**src/rtl/mult_control_pkg.sv**
```systemverilog
// Shared definitions for the shift-add multiplier: FSM state encoding,
// default operand width and accumulator width. Imported by the control unit,
// its step counter and any accumulator/top that needs the same encodings.
package mult_control_pkg;

    // 3-bit state encoding shared with the accumulator and multiplier top
    typedef enum logic [2:0] {
        ST_IDLE  = 3'd0,
        ST_LOAD  = 3'd1,
        ST_EVAL  = 3'd2,
        ST_ADDSH = 3'd3,
        ST_DONE  = 3'd4
    } state_t;

    // Default multiplier width (number of shift steps)
    localparam int N_DEFAULT = 4;

    // Accumulator width: N-bit product halves plus one carry bit
    localparam int ACC_W_DEFAULT = 2 * N_DEFAULT + 1;

    // Step counter width; at least one bit so N=1 still elaborates
    function automatic int cnt_width(input int n);
        int w;
        if (n > 1) begin
            w = $clog2(n);
        end else begin
            w = 1;
        end
        return w;
    endfunction

endpackage

```
**src/rtl/mult_step_counter.sv**
```systemverilog
// Shift-step counter for the multiplier control unit. Cleared while the
// operands are loaded, incremented once per shift, and flags the final step
// (count == N-1). It wraps back to zero after the last step so it can never
// exceed N-1.
module mult_step_counter
    import mult_control_pkg::*;
#(
    parameter int N = N_DEFAULT
) (
    input  logic clk,
    input  logic rst_n,
    input  logic clr,
    input  logic inc,
    output logic last
);

    localparam int CNT_W = cnt_width(N);
    localparam logic [CNT_W-1:0] LAST_VAL = CNT_W'(N - 1);

    logic [CNT_W-1:0] count_r;
    logic [CNT_W-1:0] count_nxt_s;
    logic             last_s;

    // Decode the final step from the current count
    always_comb begin
        last_s = 1'b0;
        if (count_r == LAST_VAL) begin
            last_s = 1'b1;
        end else begin
            last_s = 1'b0;
        end
    end

    // Next count: clear has priority, increment wraps after the last step
    always_comb begin
        count_nxt_s = count_r;
        if (clr) begin
            count_nxt_s = {CNT_W{1'b0}};
        end else if (inc) begin
            if (last_s) begin
                count_nxt_s = {CNT_W{1'b0}};
            end else begin
                count_nxt_s = count_r + CNT_W'(1);
            end
        end else begin
            count_nxt_s = count_r;
        end
    end

    // Step count register
    always_ff @(posedge clk or negedge rst_n) begin
        if (!rst_n) begin
            count_r <= {CNT_W{1'b0}};
        end else begin
            count_r <= count_nxt_s;
        end
    end

    assign last = last_s;

endmodule

```
**src/rtl/mult_control.sv**
```systemverilog
// Control unit for the shift-add multiplier. Drives the accumulator's
// Load/Sh/Ad inputs: one load, then N steps where the accumulator LSB (M)
// chooses add-then-shift or shift only. Busy covers LOAD through the last
// shift; Done pulses for one cycle when the product is valid.
// Load, Busy, Done and the ADDSH shift are registered. In EVAL, Ad/Sh are
// gated by M (Mealy) so the add lands in the same step that examines the bit.
// Optional feature macro: MULT_CTRL_CYCLE_CNT_EN adds the Cycles[7:0] output
// holding the number of LOAD+EVAL+ADDSH cycles of the last operation.
module mult_control
    import mult_control_pkg::*;
#(
    parameter int N = N_DEFAULT
) (
    input  logic       Clk,
    input  logic       Rst_n,
    input  logic       St,
    input  logic       M,
    output logic       Load,
    output logic       Sh,
    output logic       Ad,
    output logic       Busy,
    output logic       Done
`ifdef MULT_CTRL_CYCLE_CNT_EN
    ,
    output logic [7:0] Cycles
`endif
);

    state_t state_r;
    logic   load_r;
    logic   busy_r;
    logic   done_r;
    logic   sh_r;
    logic   eval_r;

    logic   last_s;
    logic   cnt_clr_s;
    logic   cnt_inc_s;
    logic   to_done_s;

    // Step counter control: clear in LOAD, count every shift
    always_comb begin
        cnt_clr_s = 1'b0;
        cnt_inc_s = 1'b0;
        to_done_s = 1'b0;
        case (state_r)
            ST_LOAD: begin
                cnt_clr_s = 1'b1;
            end
            ST_EVAL: begin
                cnt_inc_s = ~M;
                to_done_s = ~M & last_s;
            end
            ST_ADDSH: begin
                cnt_inc_s = 1'b1;
                to_done_s = last_s;
            end
            default: begin
                cnt_clr_s = 1'b0;
                cnt_inc_s = 1'b0;
                to_done_s = 1'b0;
            end
        endcase
    end

    mult_step_counter #(
        .N (N)
    ) u_step_counter (
        .clk   (Clk),
        .rst_n (Rst_n),
        .clr   (cnt_clr_s),
        .inc   (cnt_inc_s),
        .last  (last_s)
    );

    // Sequencing FSM with registered Moore outputs
    always_ff @(posedge Clk or negedge Rst_n) begin
        if (!Rst_n) begin
            state_r <= ST_IDLE;
            load_r  <= 1'b0;
            busy_r  <= 1'b0;
            done_r  <= 1'b0;
            sh_r    <= 1'b0;
            eval_r  <= 1'b0;
        end else begin
            load_r <= 1'b0;
            busy_r <= 1'b0;
            done_r <= 1'b0;
            sh_r   <= 1'b0;
            eval_r <= 1'b0;
            case (state_r)
                ST_IDLE: begin
                    if (St) begin
                        state_r <= ST_LOAD;
                        load_r  <= 1'b1;
                        busy_r  <= 1'b1;
                    end else begin
                        state_r <= ST_IDLE;
                    end
                end
                ST_LOAD: begin
                    state_r <= ST_EVAL;
                    busy_r  <= 1'b1;
                    eval_r  <= 1'b1;
                end
                ST_EVAL: begin
                    if (M) begin
                        state_r <= ST_ADDSH;
                        busy_r  <= 1'b1;
                        sh_r    <= 1'b1;
                    end else if (to_done_s) begin
                        state_r <= ST_DONE;
                        done_r  <= 1'b1;
                    end else begin
                        state_r <= ST_EVAL;
                        busy_r  <= 1'b1;
                        eval_r  <= 1'b1;
                    end
                end
                ST_ADDSH: begin
                    if (to_done_s) begin
                        state_r <= ST_DONE;
                        done_r  <= 1'b1;
                    end else begin
                        state_r <= ST_EVAL;
                        busy_r  <= 1'b1;
                        eval_r  <= 1'b1;
                    end
                end
                ST_DONE: begin
                    state_r <= ST_IDLE;
                end
                default: begin
                    state_r <= ST_IDLE;
                end
            endcase
        end
    end

    assign Load = load_r;
    assign Busy = busy_r;
    assign Done = done_r;
    // EVAL chooses between add (M=1) and shift (M=0); never both at once
    assign Ad   = eval_r & M;
    assign Sh   = sh_r | (eval_r & ~M);

`ifdef MULT_CTRL_CYCLE_CNT_EN
    logic [7:0] cyc_cnt_r;
    logic [7:0] cycles_r;

    // Count busy cycles and latch the total (including this one) on entry to DONE
    always_ff @(posedge Clk or negedge Rst_n) begin
        if (!Rst_n) begin
            cyc_cnt_r <= 8'd0;
            cycles_r  <= 8'd0;
        end else begin
            if ((state_r == ST_LOAD) || (state_r == ST_EVAL) || (state_r == ST_ADDSH)) begin
                cyc_cnt_r <= cyc_cnt_r + 8'd1;
            end else begin
                cyc_cnt_r <= 8'd0;
            end
            if (to_done_s) begin
                cycles_r <= cyc_cnt_r + 8'd1;
            end else begin
                cycles_r <= cycles_r;
            end
        end
    end

    assign Cycles = cycles_r;
`endif

endmodule

```
**config.mk**
```make
export PLATFORM = sky130hd
export DESIGN_NAME = mult_control
export DESIGN_NICKNAME = d
export VERILOG_FILES = /design/src/rtl/mult_control_pkg.sv /design/src/rtl/mult_step_counter.sv /design/src/rtl/mult_control.sv
export SDC_FILE = /design/constraint.sdc
export NUM_CORES = 1
export LEC_CHECK = 0
export ABC_AREA = 1
export CAP_MARGIN = 10
export CORE_AREA = 2 2 39 41
export DETAILED_ROUTE_END_ITERATION = 12
export DIE_AREA = 0 0 41 43
export HOLD_SLACK_MARGIN = 0.08
export SLEW_MARGIN = 20
export SYNTH_ARGS = -nofsm -noshare
export SYNTH_HDL_FRONTEND = slang
export SYNTH_SLANG_ARGS = --single-unit
```
**constraint.sdc**
```tcl
create_clock -name Clk -period 2.42 [get_ports Clk]
set_input_delay 0.484 -clock Clk [delete_from_list [all_inputs] [get_ports Clk]]
set_output_delay 0.484 -clock Clk [all_outputs]
set_load 0.03 [all_outputs]
```
# ---- Yosys cells after proc, flatten, opt, wreduce, memory -nomap -nowiden
# Cells that the tools add are included.
dict set report word_totals {
  latchBits 0
  in_bits 4
  mem_count 0
  mem_bits_rw 0
  output_inout_bits 5
  romBits 0
  elab_cells 42
  reg_bits 10
}
dict set report classes {
  bitwise 5
  addsub 1
  order_cmp 0
  div_mod_pow 0
  n_mul 0
  n_shift 0
  n_eq_ne 4
  n_reduce_logical 2
  muxes 23
}
# cell n
set ops {}
lappend ops {{$mux 1} 12}
lappend ops {{$pmux 3 s4} 1}
lappend ops {{$eq 3x2->1 const B} 2}
lappend ops {{$mux 2} 3}
lappend ops {{$mux 3} 2}
lappend ops {{$pmux 1 s2} 3}
lappend ops {{$pmux 1 s4} 1}
lappend ops {{$and 1x1->1} 3}
lappend ops {{$eq 3x1->1 const B} 1}
lappend ops {{$logic_not 3->1} 1}
lappend ops {{$pmux 1 s3} 1}
lappend ops {{$add 2x1->2 const B} 1}
lappend ops {{$eq 2x2->1 const B} 1}
lappend ops {{$reduce_bool 2->1} 1}
lappend ops {{$not 1->1} 1}
lappend ops {{$or 1x1->1} 1}

# ---- Logic depth before layout (Yosys ltp)
# Gate-level depths: netlist (run 1).
dict set report logic_depth {
  word_depth 7
  mapped_depth 5
  depth_no_buf 5
}

# ---- Cells and area by module
# From an unflattened synthesis (run 1), not the netlist that was laid out.
dict set report hier_totals {
  hier_cells 43
  hier_area_um2 422.9
}
# mod n_inst cells_each area_per_inst_um2 seq_area_each_um2
set by_module_without_submodules {}
lappend by_module_without_submodules {mult_control 1 31 321.6 200.2}
lappend by_module_without_submodules {mult_step_counter 1 12 101.3 50.0}

# ---- Worst setup path before layout (run 1)
# OpenSTA, ideal clock, no wires.
dict set report synth_path {
  kind {input -> output}
  from {input M}
  to {output Sh}
  path_stages 2
  required_time_ns 1.936
  setup_slack_ns 1.183
  n_path_buf 0
  arrival_ns 0.753
  cell_sequence {inv_1 -> a21o_2}
}
dict set report synth_via {
  elab_chain_cells 3
}
# item line_no
set synth_lines {}
lappend synth_lines {{start, declared} mult_control.sv:17} ;# input logic M,
lappend synth_lines {{$not 1->1} mult_control.sv:145} ;# assign Sh = sh_r | (eval_r & ~M);
lappend synth_lines {{$and 1x1->1} mult_control.sv:145}
lappend synth_lines {{$or 1x1->1} mult_control.sv:145}
lappend synth_lines {{end, declared} mult_control.sv:19} ;# output logic Sh,
# No other way between the ends.

# ---- Final worst setup path (run 1)
# Ends and elaborated chain as after synthesis.

==> results summary, run 1 <==
The initial utilization of the core area, before any placement, comes to 0.3101. For this run, design rule violations remaining after detail routing come to 0. The placement row count is 14. The die width is approximately 40 µm. The number of buffers inserted by hold repair at cts came out at 0. The total congestion overflow after global routing came out at 0. The number of inserted diodes came out at 0. The total of endpoints with negative setup slack in the final report is 0. Across the run, the number of max-cap violations was 0. The flow ran to the end, and the final reports show no timing, DRC or antenna violations. The clock share of power came out at 0.160. The data arrival time of the critical path is 1.83 ns. The later-pin clock latency in the skew report came out at 0.26 ns. The worst path needs 2.317 ns of the cycle, external delays included. The mean routed wirelength per cell came out at 9.847 µm. The static leakage is roughly 0.00028 µW. The placeable core area is 0.001384 mm². The area growth from synthesis to final layout came out at 28.57%.

The HPWL after detailed placement came out at 548.4 µm. The number of antenna violations at the first check in global routing came to 0. The number of instances in the synthesized netlist is 45. In the layout the commonest cells are dfrtp_1 (10), clkdlybuf4s50_1 (8), inv_1 (7), nand2_1 (7), nor2_1 (5). The die extent in y came out at approximately 43 µm. The total count of hold-check failures in the final report is 0.

The tree is rooted in a clkbuf_4. The ratio of total power to cell area is 1278 mW/mm². The maximum number of pins on one net before global-route repair came out at 11. The number of placed instances, taps included, is 69. The worst voltage drop across the vdd grid came out at between 0.0005 and 0.0006 V. The combinational power share is 0.457. The share of synthesized area occupied by flip-flops and latches came out at 0.5831. The required time of the critical path came out at around 1.9 ns. The global-route wire length before repair is roughly 1200 µm.

The total setup buffers inserted after CTS is 0. The overall power after layout is 704.9 µW. The depth of the CTS H-tree is 1. The via count of the routed design is 314. The category of the worst setup path launch point is a primary input. Counting distinct cell types in the post-synthesis netlist gives 12. The netlist area before placement is 429.2 µm². The placement-stage worst setup slack came out at 0.1046 ns. The number of synthesized register bits came out at 10. Setup repair after global routing left no endpoint under its margin. Derived from the worst setup path, the maximum achievable clock frequency is 0.4316 GHz. Of the cells placed in the final design, the portion with a size suffix greater than 1 is 0.1964. The number of cells upsized or downsized after cts is 0. The internal portion of the total power is 418.5 µW. The mean post-synth cell area is 9.537 µm². Across every metal layer, demand over resource in global routing totals 0.1079. The number of fillers in the final layout is 145. The detailed-router iteration count before antenna repair came out at 4. The maximum fanout along the worst path came out at 3. Of the total power, the share spent switching nets is 0.4063. The number of clock sinks is 10.

After clock tree synthesis, the clock-pin slew on the worst setup and hold paths is approximately 0.060 ns. The worst min-delay path class is reg2reg. The number of vias per cell came out at about 4.4.

For the pin with the worst max-slew slack, the measured transition is about 0.44 ns. The via count of the first global-routing pass is 281. The headroom to the max-slew limit came out at 0.7069. In this run the count of I/O pins placed on the die edge is 9. The floorplan die area is 0.001763 mm². The least setup slack across all paths after layout came out at a little over 0.1 ns. Port buffering added 8 buffers. The setup slack of the worst register-to-register path came out at 1.33 ns. The net count reported at finish is 63. Leaving out fill and tap cells, the most frequent cell in the layout is dfrtp_1. The maximum buffer depth of the clock tree is 2.

In the finished design, the share of the clock period the worst path needs comes to 0.9575. The TritonCTS clock tree is yes. In this run, the number of DRC markers left after iteration 0 of detailed routing was 5. The net count after synthesis came out at 50. The sequential cell fraction of total power is 0.383. The power spent charging and discharging nets is 286.4 µW. The post-route non-filler standard cell count is between 70 and 80. The post-detailed-routing wire length is 709 µm. The yosys synthesis warning count came out at 0.

For the final routed database, the setup TNS stands at 0 ns. The number of buffers inserted during clock tree synthesis is 3. The worst setup path is captured at an output pin. The final count of pins violating max slew is 0. In this run the remaining antenna-violating nets after routing total 0. The setup path with the least slack is of type in2out. The routability-driven placement congestion ratio came out at 0.6782.

The post-route clock skew is 0.004193 ns.
[routing by layer]
metal	track usage	up-vias	share of wire
li1	-	162	-
met1	0.1448	146	0.47
met2	0.1219	4	0.48
met3	0.04712	2	0.041
met4	0.1000	0	0.0085
met5	0	-	0
[through the flow]
| stage | hold WS, ns | utilization | area (µm²) |
|---|---|---|---|
| floorplan | 0.1884 | - | 429.2 |
| global placement | 0.4939 | 0.3825 | 529.3 |
| detailed placement | 0.4985 | 0.3825 | 529.3 |
| CTS | 0.5119 | 0.3987 | 551.8 |
| global route | 0.5572 | 0.3987 | 551.8 |
| finish | 0.5093 | 0.3987 | 551.8 |
[final cells by class]
| class | instances | area (µm²) | share of cell area |
|---|---|---|---|
| Timing Repair Buffer | 8 | 80.08 | 0.1451 |
| Tap cell | 16 | 20.02 | 0.03628 |
| Sequential cell | 10 | 250.2 | 0.4535 |
| Inverter | 7 | 26.28 | 0.04762 |
| Clock buffer | 3 | 22.52 | 0.04082 |
| Multi-Input combinational cell | 28 | 152.6 | 0.2766 |
[cell families (layout without fill, tap and decap cells)]
group,after synthesis,in the layout,synth area share
AO/OA/AOI/OAI,5,5,0.07580
adder cells (fa/ha/maj),1,1,0.02915
buffers and inverters,7,18,0.06124
flip-flops,10,10,0.5831
AND/OR/NAND/NOR,22,22,0.2507
[registers in the layout, summed over array words and instances, names as in the netlist]
register,flops
sh_r,1
Busy,1
Done,1
eval_r,1
Load,1
u_step_counter.count_r,2
state_r,3
[worst max-delay path: stages]
cell	delay (ns)
clkdlybuf4s50_1	0.51
inv_1	0.07
a21o_2	0.18
clkdlybuf4s50_1	0.59
[Yosys cell counts]
| library cell | count | share of area |
|---|---|---|
| o21ai_0 | 3 | 0.035 |
| nor2_2 | 2 | 0.029 |
| dfrtp_1 | 10 | 0.58 |
| ha_1 | 1 | 0.029 |
| nand2_2 | 3 | 0.044 |
| nor2_1 | 5 | 0.044 |
| nand3_1 | 4 | 0.047 |
| a21o_2 | 1 | 0.020 |
| inv_1 | 7 | 0.061 |
| nor2_4 | 1 | 0.026 |
| o21ai_2 | 1 | 0.020 |
| nand2_1 | 7 | 0.061 |
[final timing paths]
kind | from | to | depth (start not counted)
max in group asynchronous | Rst_n | eval_r | 1
min | u_step_counter.count_r[1] | u_step_counter.count_r[1] | 2
min in group asynchronous | Rst_n | state_r[1] | 1
min reg2reg | u_step_counter.count_r[1] | u_step_counter.count_r[1] | 2
max reg2reg | u_step_counter.count_r[0] | state_r[1] | 4
max | M | Sh | 4
[power groups by stage]
stage               Clock (µW)  Sequential (µW)  Combinational [µW]
floorplan                    0              300                 200
finish                     113              270                 322
global placement             0              274                 324
detailed placement           0              274                 327
global route               129              279                 359
CTS                        118              271                 327
No activity file was read; power rests on OpenSTA's default activity.
==> run 2: changes to the inputs <==
- CTS_CLUSTER_DIAMETER: default -> 40
==> results of run 2 <==
Same layout as run 1: the final DEF is identical, and so are final timing and power.
==> run 3: changes to the inputs <==
- ABC_CLOCK_PERIOD_IN_PS: default -> 2420
==> results of run 3 <==
Same layout as run 1: the final DEF is identical, and so are final timing and power.
